==> src/rtl/std_dffe_pipe_pkg.sv <==
`default_nettype none
// ============================================================================
// Module   : std_dffe_pipe_pkg
// Brief    : Shared std width helpers used by the elastic register pipeline.
// Revision : 1.0 - initial release
// ============================================================================
package std_dffe_pipe_pkg;

    // Width needed to hold an occupancy value in the range 0..depth.
    function automatic int count_width(input int depth);
        return (depth < 1) ? 1 : $clog2(depth + 1);
    endfunction

endpackage
`default_nettype wire

==> src/rtl/std_pipe_stage.sv <==
`default_nettype none
// ============================================================================
// Module   : std_pipe_stage
// Brief    : One elastic pipeline stage: valid + data register with load-enable.
// Revision : 1.0 - initial release
// ============================================================================
module std_pipe_stage
    import std_dffe_pipe_pkg::*;
#(
    parameter int                    DATA_WIDTH  = 1,
    parameter logic [DATA_WIDTH-1:0] RESET_VALUE = '0
) (
    input  logic                  clk,
    input  logic                  resetn,
    input  logic                  flush,
    input  logic                  in_valid,
    input  logic [DATA_WIDTH-1:0] in_data,
    input  logic                  ready_next,
    output logic                  ready_out,
    output logic                  valid,
    output logic [DATA_WIDTH-1:0] data
);

    logic                  r_valid;
    logic [DATA_WIDTH-1:0] r_data;
    logic                  w_load;

    assign ready_out = !r_valid || ready_next;
    // Data only toggles when a real beat is captured, so idle stages hold still.
    assign w_load    = ready_out && in_valid && !flush;

    always_ff @(posedge clk or negedge resetn) begin
        if (!resetn) begin
            r_valid <= 1'b0;
            r_data  <= RESET_VALUE;
        end else begin
            if (flush) begin
                r_valid <= 1'b0;
            end else if (ready_out) begin
                r_valid <= in_valid;
            end
            if (w_load) begin
                r_data <= in_data;
            end
        end
    end

    assign valid = r_valid;
    assign data  = r_data;

endmodule
`default_nettype wire

==> src/rtl/std_dffe_pipe.sv <==
`default_nettype none
// ============================================================================
// Module   : std_dffe_pipe
// Brief    : DEPTH-stage elastic register pipeline with valid/ready, flush, count.
// Revision : 1.0 - initial release
// ============================================================================
module std_dffe_pipe
    import std_dffe_pipe_pkg::*;
#(
    parameter int                    DATA_WIDTH  = 1,
    parameter int                    DEPTH       = 2,
    parameter logic [DATA_WIDTH-1:0] RESET_VALUE = '0
) (
    input  logic                          clk,
    input  logic                          resetn,
    input  logic                          flush,
    input  logic                          s_valid,
    output logic                          s_ready,
    input  logic [DATA_WIDTH-1:0]         s_data,
    output logic                          m_valid,
    input  logic                          m_ready,
    output logic [DATA_WIDTH-1:0]         m_data,
    output logic [count_width(DEPTH)-1:0] count
);

    localparam int c_cnt_w = count_width(DEPTH);

    logic [DEPTH-1:0]                 w_valid;
    logic [DEPTH-1:0][DATA_WIDTH-1:0] w_data;
    logic [DEPTH-1:0]                 w_in_valid;
    logic [DEPTH-1:0][DATA_WIDTH-1:0] w_in_data;
    logic [DEPTH:0]                   w_ready;
    logic [c_cnt_w-1:0]               w_count;

    // Ready ripples combinationally from the sink back to the source.
    assign w_ready[DEPTH] = m_ready;

    generate
        for (genvar i = 0; i < DEPTH; i++) begin : g_stage
            if (i == 0) begin : g_head
                assign w_in_valid[i] = s_valid;
                assign w_in_data[i]  = s_data;
            end else begin : g_body
                assign w_in_valid[i] = w_valid[i-1];
                assign w_in_data[i]  = w_data[i-1];
            end

            std_pipe_stage #(
                .DATA_WIDTH  (DATA_WIDTH),
                .RESET_VALUE (RESET_VALUE)
            ) u_stage (
                .clk        (clk),
                .resetn     (resetn),
                .flush      (flush),
                .in_valid   (w_in_valid[i]),
                .in_data    (w_in_data[i]),
                .ready_next (w_ready[i+1]),
                .ready_out  (w_ready[i]),
                .valid      (w_valid[i]),
                .data       (w_data[i])
            );
        end
    endgenerate

    always_comb begin
        w_count = '0;
        for (int i = 0; i < DEPTH; i++) begin
            w_count = w_count + c_cnt_w'(w_valid[i]);
        end
    end

    assign s_ready = w_ready[0] && resetn;
    assign m_valid = w_valid[DEPTH-1];
    assign m_data  = w_data[DEPTH-1];
    assign count   = w_count;

endmodule
`default_nettype wire

==> config.mk <==
export PLATFORM = sky130hd
export DESIGN_NAME = std_dffe_pipe
export DESIGN_NICKNAME = d
export VERILOG_FILES = /design/src/rtl/std_dffe_pipe_pkg.sv /design/src/rtl/std_pipe_stage.sv /design/src/rtl/std_dffe_pipe.sv
export SDC_FILE = /design/constraint.sdc
export NUM_CORES = 1
export LEC_CHECK = 0
export ABC_CLOCK_PERIOD_IN_PS = 1800
export BUFFER_PORTS_ARGS = -buffer_cell sky130_fd_sc_hd__buf_4
export CORE_AREA = 2 2 39 41
export CTS_CLUSTER_DIAMETER = 200
export CTS_CLUSTER_SIZE = 8
export DETAILED_ROUTE_END_ITERATION = 16
export DIE_AREA = 0 0 41 43
export SETUP_SLACK_MARGIN = 0.05
export SLEW_MARGIN = 25
export SYNTH_ARGS = -nofsm -noshare
export SYNTH_HDL_FRONTEND = slang
export SYNTH_SLANG_ARGS = --single-unit
==> constraint.sdc <==
create_clock -name clk -period 1.8 [get_ports clk]
set_input_delay 0.18 -clock clk [delete_from_list [all_inputs] [get_ports clk]]
set_output_delay 0.18 -clock clk [all_outputs]
set_load 0.005 [all_outputs]
==> results.md, run 1 <==
* Share of the clock period used by the worst path after layout at 72.63%
* Proportion of power drawn by combinational gates at 20.0%
* Utilization of the core after routing at 23.24%
* DP HPWL at 309 um
* Leading post-synthesis cells by instance count: 4 x sky130_fd_sc_hd__dfrtp_1, 3 x sky130_fd_sc_hd__inv_1, 2 x sky130_fd_sc_hd__a21oi_1, 2 x sky130_fd_sc_hd__nand3b_1
* Antenna violations before repair at 0
* Number of clock sinks seen by CTS at 4
* Starting utilization of the core area at 14.01%
* Biggest area consumer among synthesized cells: sky130_fd_sc_hd__dfrtp_1
* Area added between synthesis and finish at 65.81%
* DRT iter0 DRCs at 4
* Antenna cells at 0
* Final-report max-slew violation count at 0
* Setup Buffers After CTS at 0
* Type of the worst setup path: input port to output port
* Worst-path fanout max at 5
* Synth unique cells at 10
* Gates resized, CTS repair at 0
* Post-synth top flop: sky130_fd_sc_hd__dfrtp_1
* Share of Yosys cell area claimed by the top area cell type at 51.61%
* Yosys warnings at 0
* Beginning of the worst hold path: flush
* Drt first pass iters at 2
* WHS Endpoint: g_stage[0].u_stage.valid
* Synthesized flop and latch total at 4
* Final hold violation count at 0
* Number of hold buffers added after CTS at 1
* Via count at 171
* Post-CTS clock slew at the launch and capture registers of the worst setup and hold paths at 30 ps
* Clock tree from TritonCTS: done
* Congestion Overflow GR at 0
* Count of endpoints failing setup in the final report at 0
* Die boundary width at 41 um
* Number of top-level design ports at 11
* # port buffers at 10
* Most used standard cell by instance count after synthesis: sky130_fd_sc_hd__dfrtp_1
* Critical Path Most Common Cell: sky130_fd_sc_hd__buf_4
* CTS H-Tree Depth at 1
* Ratio of cells with drive above 1 in the final layout at 48.39%
* Count of standard-cell rows at 14
* Clock latency reported for the late side of the worst-skew pair at 230 ps
* CP arrival at 1130 ps
* Maximum VDD drop at 0.0002236 V
* Required time reported for the critical path endpoint at 1620 ps
* FMAX at 764.9 MHz
* Proportion of power drawn by the clock network at 39.9%
* Setup TNS Final at 0 ps
* Unrepaired setup endpoints after global routing: no
* Time the final worst path needs with I/O delays and setup at 1307 ps
* Global Route Usage Sum at 6.143%
* Net count after synthesis at 24
* Int Pwr at 0.2164 mW
* Routability-driven placement congestion ratio at 0.6015
* Mean Syn Cell Area at 11.41 sq um
* Post-detailed-routing wire length at 379 um
* Cell count of the worst hold path at 2
* Max_slew headroom at 90.37%
* Largest net degree at the start of global routing at 6
* Depth of the most critical reg-to-reg path at 2
* Register area share after synthesis at 51.61%
* EDFF count, synth at 0
* Max stage delay cell, worst path: sky130_fd_sc_hd__dlygate4sd3_1
* Number of global-route vias before repair at 166
* Crit-path cells: dlygate4sd3_1, buf_4, and2_1, buf_4
* Critical R2R Capture: g_stage[1].u_stage.data
* Bufs on Longest Clock Path at 2
* Largest clock skew in the final design at 3.382 ps
* Sort of element at the start of the critical path: input port
* Maxcap violations at 0
* Net count reported at finish at 40
* Reported net switching power at 0.05943 mW
* Tightest Hold Check Type: input port to register
* Global-route wire length before repair at 634 um
* Number of antenna-violating nets in the routed design at 0
* Cells taking the most area after synthesis: sky130_fd_sc_hd__dfrtp_1 52%, sky130_fd_sc_hd__mux2_4 7.7%, sky130_fd_sc_hd__nand3b_1 7.7%, sky130_fd_sc_hd__ha_1 6.5%, sky130_fd_sc_hd__inv_1 5.8%
* Switch share at 21.55%
* Sequential share of power at 40.0%
* FFs w/ async S/R, synth at 100.0%
* Crit. End Element: output port
* Cell at the root of the clock tree: sky130_fd_sc_hd__clkbuf_4
* Startpoint of the worst register-to-register path: g_stage[1].u_stage.valid
* Static Leak at 0.1666 nW
* Via density per instance at 3.638
* Power per cell area at 857.9 mW/mm^2
* Mean routed wirelength per cell at 8.064 um
* Floorplan Core Area at 0.001384 sq mm
* Clock buffer count from CTS at 3
* Die area at 0.001763 sq mm
* Transition at the pin with the smallest max-transition slack at 144.4 ps
* DRC violations left at 0
* Outcome: completed
* Post-Synthesis Cells at 17
* Slowest Stage Delay on Critical Path at 540 ps
* Die extent in y at 43 um
* Post-synthesis instance area at 193.9 sq um
* Slack of the worst reg-to-reg path at 700 ps
how the worst max path moves through the flow:
stage,start,to,slack [ps],cells past startpoint
after floorplan,g_stage[1].u_stage.valid,g_stage[1].u_stage.data,710,2
after global placement,g_stage[1].u_stage.valid,g_stage[0].u_stage.data,710,3
after detailed placement,g_stage[1].u_stage.valid,g_stage[1].u_stage.data,700,2
after CTS,resetn,s_ready,490,4
after global routing,resetn,s_ready,450,4
final,resetn,s_ready,490,4
sequential cells by signal (all words and copies together) (netlist names):
signal,cells
g_stage.u_stage.data,2
g_stage.u_stage.valid,2
area by class of cell:
| class | count | area, sq um |
|---|---|---|
| fill | 156 | 1062 |
| sequential | 4 | 100.1 |
| tap | 16 | 20.02 |
| timing repair buffer | 11 | 85.08 |
| multi-input combinational | 10 | 82.58 |
| inverter | 3 | 11.26 |
| clock buffer | 3 | 22.52 |
metal layers:
| layer | global-route usage, % | up-vias | routed length [um] |
|---|---|---|---|
| met5 | 0 | - | 0 |
| met4 | 8.000 | 0 | 0 |
| met3 | 3.141 | 0 | 66 |
| met2 | 7.813 | 9 | 163 |
| met1 | 5.844 | 75 | 149 |
| li1 | - | 87 | - |
cells by family (layout without fill, tap and decap cells):
family                     after synthesis  after routing  share of synthesized area [%]
buffers and inverters                    3             17                          5.806
DFF                                      4              4                          51.61
muxes                                    2              2                          13.55
and+or+nand+nor                          4              4                          12.90
AOI/OAI and AO/OA                        3              3                          9.678
adders and majority gates                1              1                          6.451
cell usage in the layout (no fill, tap or decap), drive strengths merged:
cell type and count:
dfrtp 4, nor2 1, ha 1, a211o 1, inv 3, buf 10
clkbuf 3, mux2 2, and2 1, a21oi 2, nand3b 2, dlygate4sd3 1
worst max-delay path, delay by kind of cell:
kind	cells	cell delay, ps
buf+inv	3	830
simple gates	1	130
per-stage QoR:
stage	setup WS [ps]	hold WS [ps]	cell area [sq um]	total power [mW]	std cells
5_1_grt	450.5	132.8	321.6	0.3016	47
6_report	492.6	123.2	321.6	0.2759	47
2_1_floorplan	709.2	-115.6	193.9	0.1343	17
3_5_place_dp	696.8	-18.11	289.0	0.1667	43
4_1_cts	485.9	114.4	321.6	0.2850	47
3_3_place_gp	707.4	-18.44	289.0	0.1655	43
power groups by stage:
stage	sequential (mW)	combinational, mW	clock, mW
2_1_floorplan	0.112	0.0224	0
3_3_place_gp	0.112	0.0536	0
3_5_place_dp	0.112	0.0547	0
4_1_cts	0.111	0.0565	0.118
5_1_grt	0.113	0.0643	0.125
6_report	0.110	0.0553	0.110
(Power assumes the default switching activity.)
==> inputs of run 2 (changes only) <==
--- a/config.mk
+++ b/config.mk
@@ -5,7 +5,8 @@
 export SDC_FILE = /design/constraint.sdc
 export NUM_CORES = 1
 export LEC_CHECK = 0
-export ABC_CLOCK_PERIOD_IN_PS = 1800
+export ABC_AREA = 1
+export ABC_CLOCK_PERIOD_IN_PS = 1100
 export BUFFER_PORTS_ARGS = -buffer_cell sky130_fd_sc_hd__buf_4
 export CORE_AREA = 2 2 39 41
 export CTS_CLUSTER_DIAMETER = 200
==> constraint.sdc (replaced) <==
create_clock -name clk -period 1.1 [get_ports clk]
set_input_delay 0.11 -clock clk [delete_from_list [all_inputs] [get_ports clk]]
set_output_delay 0.11 -clock clk [all_outputs]
set_load 0.005 [all_outputs]
==> run 2 against run 1 <==
  * The run now ends with setup timing left
  * Synthesized cell count is 41% higher
  * Critical path depth is 2 lower
  * Flip-flop and latch count stayed put
  * Final cell count is 19% higher
  * Largest power group is now the clock network
  * Sequential power is 62% higher
  * Sequential share of layout area is 3.9 points lower
  * Clock power is 65% higher
  * Largest cell class is now buffers
  * Setup slack worse by 540 ps
  * First-iteration DRC count is 100% lower
==> results.md, run 2 <==
* Global-route wire length before repair at 703 um (+11%)
* Antenna cells at 0 (unchanged)
* Post-Synthesis Cells at 24 (+7)
* Net count reported at finish at 49 (+23%)
* DP HPWL at 342.1 um (+11%)
* Congestion Overflow GR at 0 (unchanged)
* FMAX at 871.8 MHz
* Unrepaired setup endpoints after global routing: yes
* Crit. End Element: output port
* Maximum VDD drop at 0.0002634 V (+18%)
* Critical Path Source: g_stage[0].u_stage.valid
* Post-synthesis instance area at 192.7 sq um (-0.65%)
* Max stage delay cell, worst path: sky130_fd_sc_hd__dfrtp_1
* Sort of element at the start of the critical path: register
* Ratio of cells with drive above 1 in the final layout at 50.00% (+1.6 points)
* Maxcap violations at 0 (unchanged)
* Final-report max-slew violation count at 0 (unchanged)
* Routability-driven placement congestion ratio at 0.5923 (-1.5%)
* CP arrival at 1040 ps (-90 ps)
* Die boundary width at 41 um (unchanged)
* EDFF count, synth at 0 (unchanged)
* Power per cell area at 1211 mW/mm^2 (+41%)
* Mean routed wirelength per cell at 9.411 um (+17%)
* Static Leak at 0.1900 nW (+14%)
* Area added between synthesis and finish at 92.86%
* DRC violations left at 0 (unchanged)
* Number of top-level design ports at 11 (unchanged)
* Share of Yosys cell area claimed by the top area cell type at 51.95% (+0.34 points)
* Post-Place Worst Slack at 164.7 ps (-532.1 ps)
* Floorplan Core Area at 0.001384 sq mm (unchanged)
* Tightest Hold Check Type: input port to register
* Starting utilization of the core area at 13.92% (-0.090 points)
* Clock latency reported for the late side of the worst-skew pair at 230 ps (about the same)
* Clock buffer count from CTS at 3 (unchanged)
* Worst path bufs/invs at 1 (-2)
* DRT iter0 DRCs at 0 (-4)
* Slowest Stage Delay on Critical Path at 430 ps (-110 ps)
* # port buffers at 10 (unchanged)
* Post-CTS clock slew at the launch and capture registers of the worst setup and hold paths at 40 ps (about the same)
* Type of the worst setup path: register to output port
* Clock tree from TritonCTS: done
* Sequential cell area in the final layout at 101.3 sq um (+1.2%)
* Footprint of the multi-input gates at 97.59 sq um (+18%)
* Number of antenna-violating nets in the routed design at 0 (unchanged)
* Final hold violation count at 0 (unchanged)
* Worst-path fanout max at 3 (-2)
* Least setup slack across all paths after layout at -47.00 ps (-539.6 ps)
* Bufs on Longest Clock Path at 2 (unchanged)
* Violated checks: setup timing
* Share of the clock period used by the worst path after layout at 104.3%
* CTS H-Tree Depth at 1 (unchanged)
* Sequential share of power at 39.5% (-0.5 points)
* Switch share at 23.60% (+2.1 points)
* Number of filler cells placed in the layout at 159 (+1.9%)
* Global Route Usage Sum at 6.539% (+0.40 points)
* Register area share after synthesis at 51.95% (+0.34 points)
* Crit-path leading delay family: flip-flops
* Die extent in y at 43 um (unchanged)
* Max_slew headroom at 86.79% (-3.6 points)
* Via count at 210 (+23%)
* Cells taking the most area after synthesis: sky130_fd_sc_hd__dfrtp_1 52%, sky130_fd_sc_hd__nand2_1 16%, sky130_fd_sc_hd__nand3_1 7.8%, sky130_fd_sc_hd__inv_1 7.8%, sky130_fd_sc_hd__ha_1 6.5%
* Proportion of power drawn by the clock network at 40.1% (+0.2 points)
* Most common cell after layout, fill and taps aside: sky130_fd_sc_hd__buf_4
* Synth unique cells at 8 (-2)
* Synthesized flop and latch total at 4 (unchanged)
* Post-detailed-routing wire length at 527 um (+39%)
* Biggest area consumer among synthesized cells: sky130_fd_sc_hd__dfrtp_1
* Startpoint of the worst register-to-register path: g_stage[1].u_stage.valid
* Cell at the root of the clock tree: sky130_fd_sc_hd__clkbuf_4
* Count of standard-cell rows at 14 (unchanged)
* Crit-path cells: ha_4, buf_6
* Beginning of the worst hold path: flush
* Transition at the pin with the smallest max-transition slack at 197.6 ps (+53.15 ps)
* Power Total at 0.4502 mW (+63%)
* Yosys warnings at 0 (unchanged)
* Post-synth top flop: sky130_fd_sc_hd__dfrtp_1
* Antenna violations before repair at 0 (unchanged)
* Time the final worst path needs with I/O delays and setup at 1147 ps
* Int Pwr at 0.3439 mW (+59%)
* Reported net switching power at 0.1062 mW (+79%)
* Number of clock sinks seen by CTS at 4 (unchanged)
* Outcome: finished, violations left
* Largest clock skew in the final design at 2.460 ps (-0.9216 ps)
* Leading cell types in the layout, fill and taps excluded: 8 x sky130_fd_sc_hd__buf_4, 7 x sky130_fd_sc_hd__nand2_1, 4 x sky130_fd_sc_hd__inv_1, 4 x sky130_fd_sc_hd__buf_6
* Via density per instance at 3.750 (+3.1%)
* Count of endpoints failing setup in the final report at 1 (+1)
* Number of global-route vias before repair at 187 (+13%)
* Proportion of power drawn by combinational gates at 20.4% (+0.4 points)
* Required time reported for the critical path endpoint at 990 ps (-630 ps)
* Largest net degree at the start of global routing at 5 (-1)
* Die area at 0.001763 sq mm (unchanged)
* Most used standard cell by instance count after synthesis: sky130_fd_sc_hd__nand2_1
* FFs w/ async S/R, synth at 100.0% (unchanged)
* Net count after synthesis at 31 (+29%)
* Mean Syn Cell Area at 8.029 sq um (-30%)
* Drt first pass iters at 1 (-1)
* Leading post-synthesis cells by instance count: 8 x sky130_fd_sc_hd__nand2_1, 4 x sky130_fd_sc_hd__dfrtp_1, 4 x sky130_fd_sc_hd__inv_1
[run 2: changes by cell type in the layout (fill, tap and decap cells not counted), moves of 2 or more]
| cell | change |
|---|---|
| sky130_fd_sc_hd__nand3b_1 | -2 |
| sky130_fd_sc_hd__buf_4 | -2 |
| sky130_fd_sc_hd__nand3_1 | +2 |
| sky130_fd_sc_hd__nand2_1 | +7 |
| sky130_fd_sc_hd__buf_6 | +4 |
[run 2: cell type report]
cell class,instances,share of cell area (%)
timing repair buffer,13,30.98
tap,16,5.387
clock buffer,3,6.061
multi-input combinational,16,26.26
sequential,4,27.27
inverter,4,4.040
[run 2: kinds of logic (layout without fill, tap and decap cells)]
group	Yosys count	count (layout)	share of synthesized area, %
buf+inv	4	20	7.790
compound gates	2	2	5.195
fa+ha+maj	1	1	6.492
simple gates	13	13	28.57
flops	4	4	51.95
[run 2: through the flow]
step | cell area (sq um) | std cells | TNS [ps] | hold slack, ps | utilization (%)
final | 371.6 | 56 | -47.00 | 59.60 | 26.85
after global routing | 371.6 | 56 | -129.7 | 68.94 | 26.85
after CTS | 337.8 | 55 | -88.29 | 53.53 | 24.41
after detailed placement | 287.8 | 50 | 0 | -87.16 | 20.80
after global placement | 287.8 | 50 | 0 | -87.61 | 20.80
after floorplan | 192.7 | 24 | 0 | -185.6 | -
[run 2: final timing paths]
check	end	slack, ps	depth (start not counted)
max in group asynchronous	g_stage[1].u_stage.valid	650	2
max	count[0]	-50	2
min reg2reg	g_stage[1].u_stage.data	460	2
min	g_stage[1].u_stage.valid	60	2
max reg2reg	g_stage[1].u_stage.data	180	5
min in group asynchronous	g_stage[0].u_stage.data	260	2
[run 2: routing by layer]
| metal | share of wire (%) | GRT usage (%) |
|---|---|---|
| met2 | 54 | 7.500 |
| met1 | 32 | 7.443 |
| met3 | 11 | 3.141 |
| met4 | 1.9 | 8.000 |
| met5 | 0 | 0 |
[run 2: power groups by stage]
stage,Combinational [mW],Clock [mW],Sequential [mW]
after floorplan,0.0262,0,0.176
after global placement,0.0727,0,0.176
after detailed placement,0.0740,0,0.177
after CTS,0.0853,0.191,0.174
after global routing,0.102,0.198,0.181
final,0.0917,0.181,0.178
[run 2: timing repair]
item	4_1_cts	5_1_grt
buffers inserted	1	1
hold buffers	1	0
setup endpoints to repair	3	3
endpoints found under the hold margin	4	0
pin swaps	1	2
resized for setup	3	6
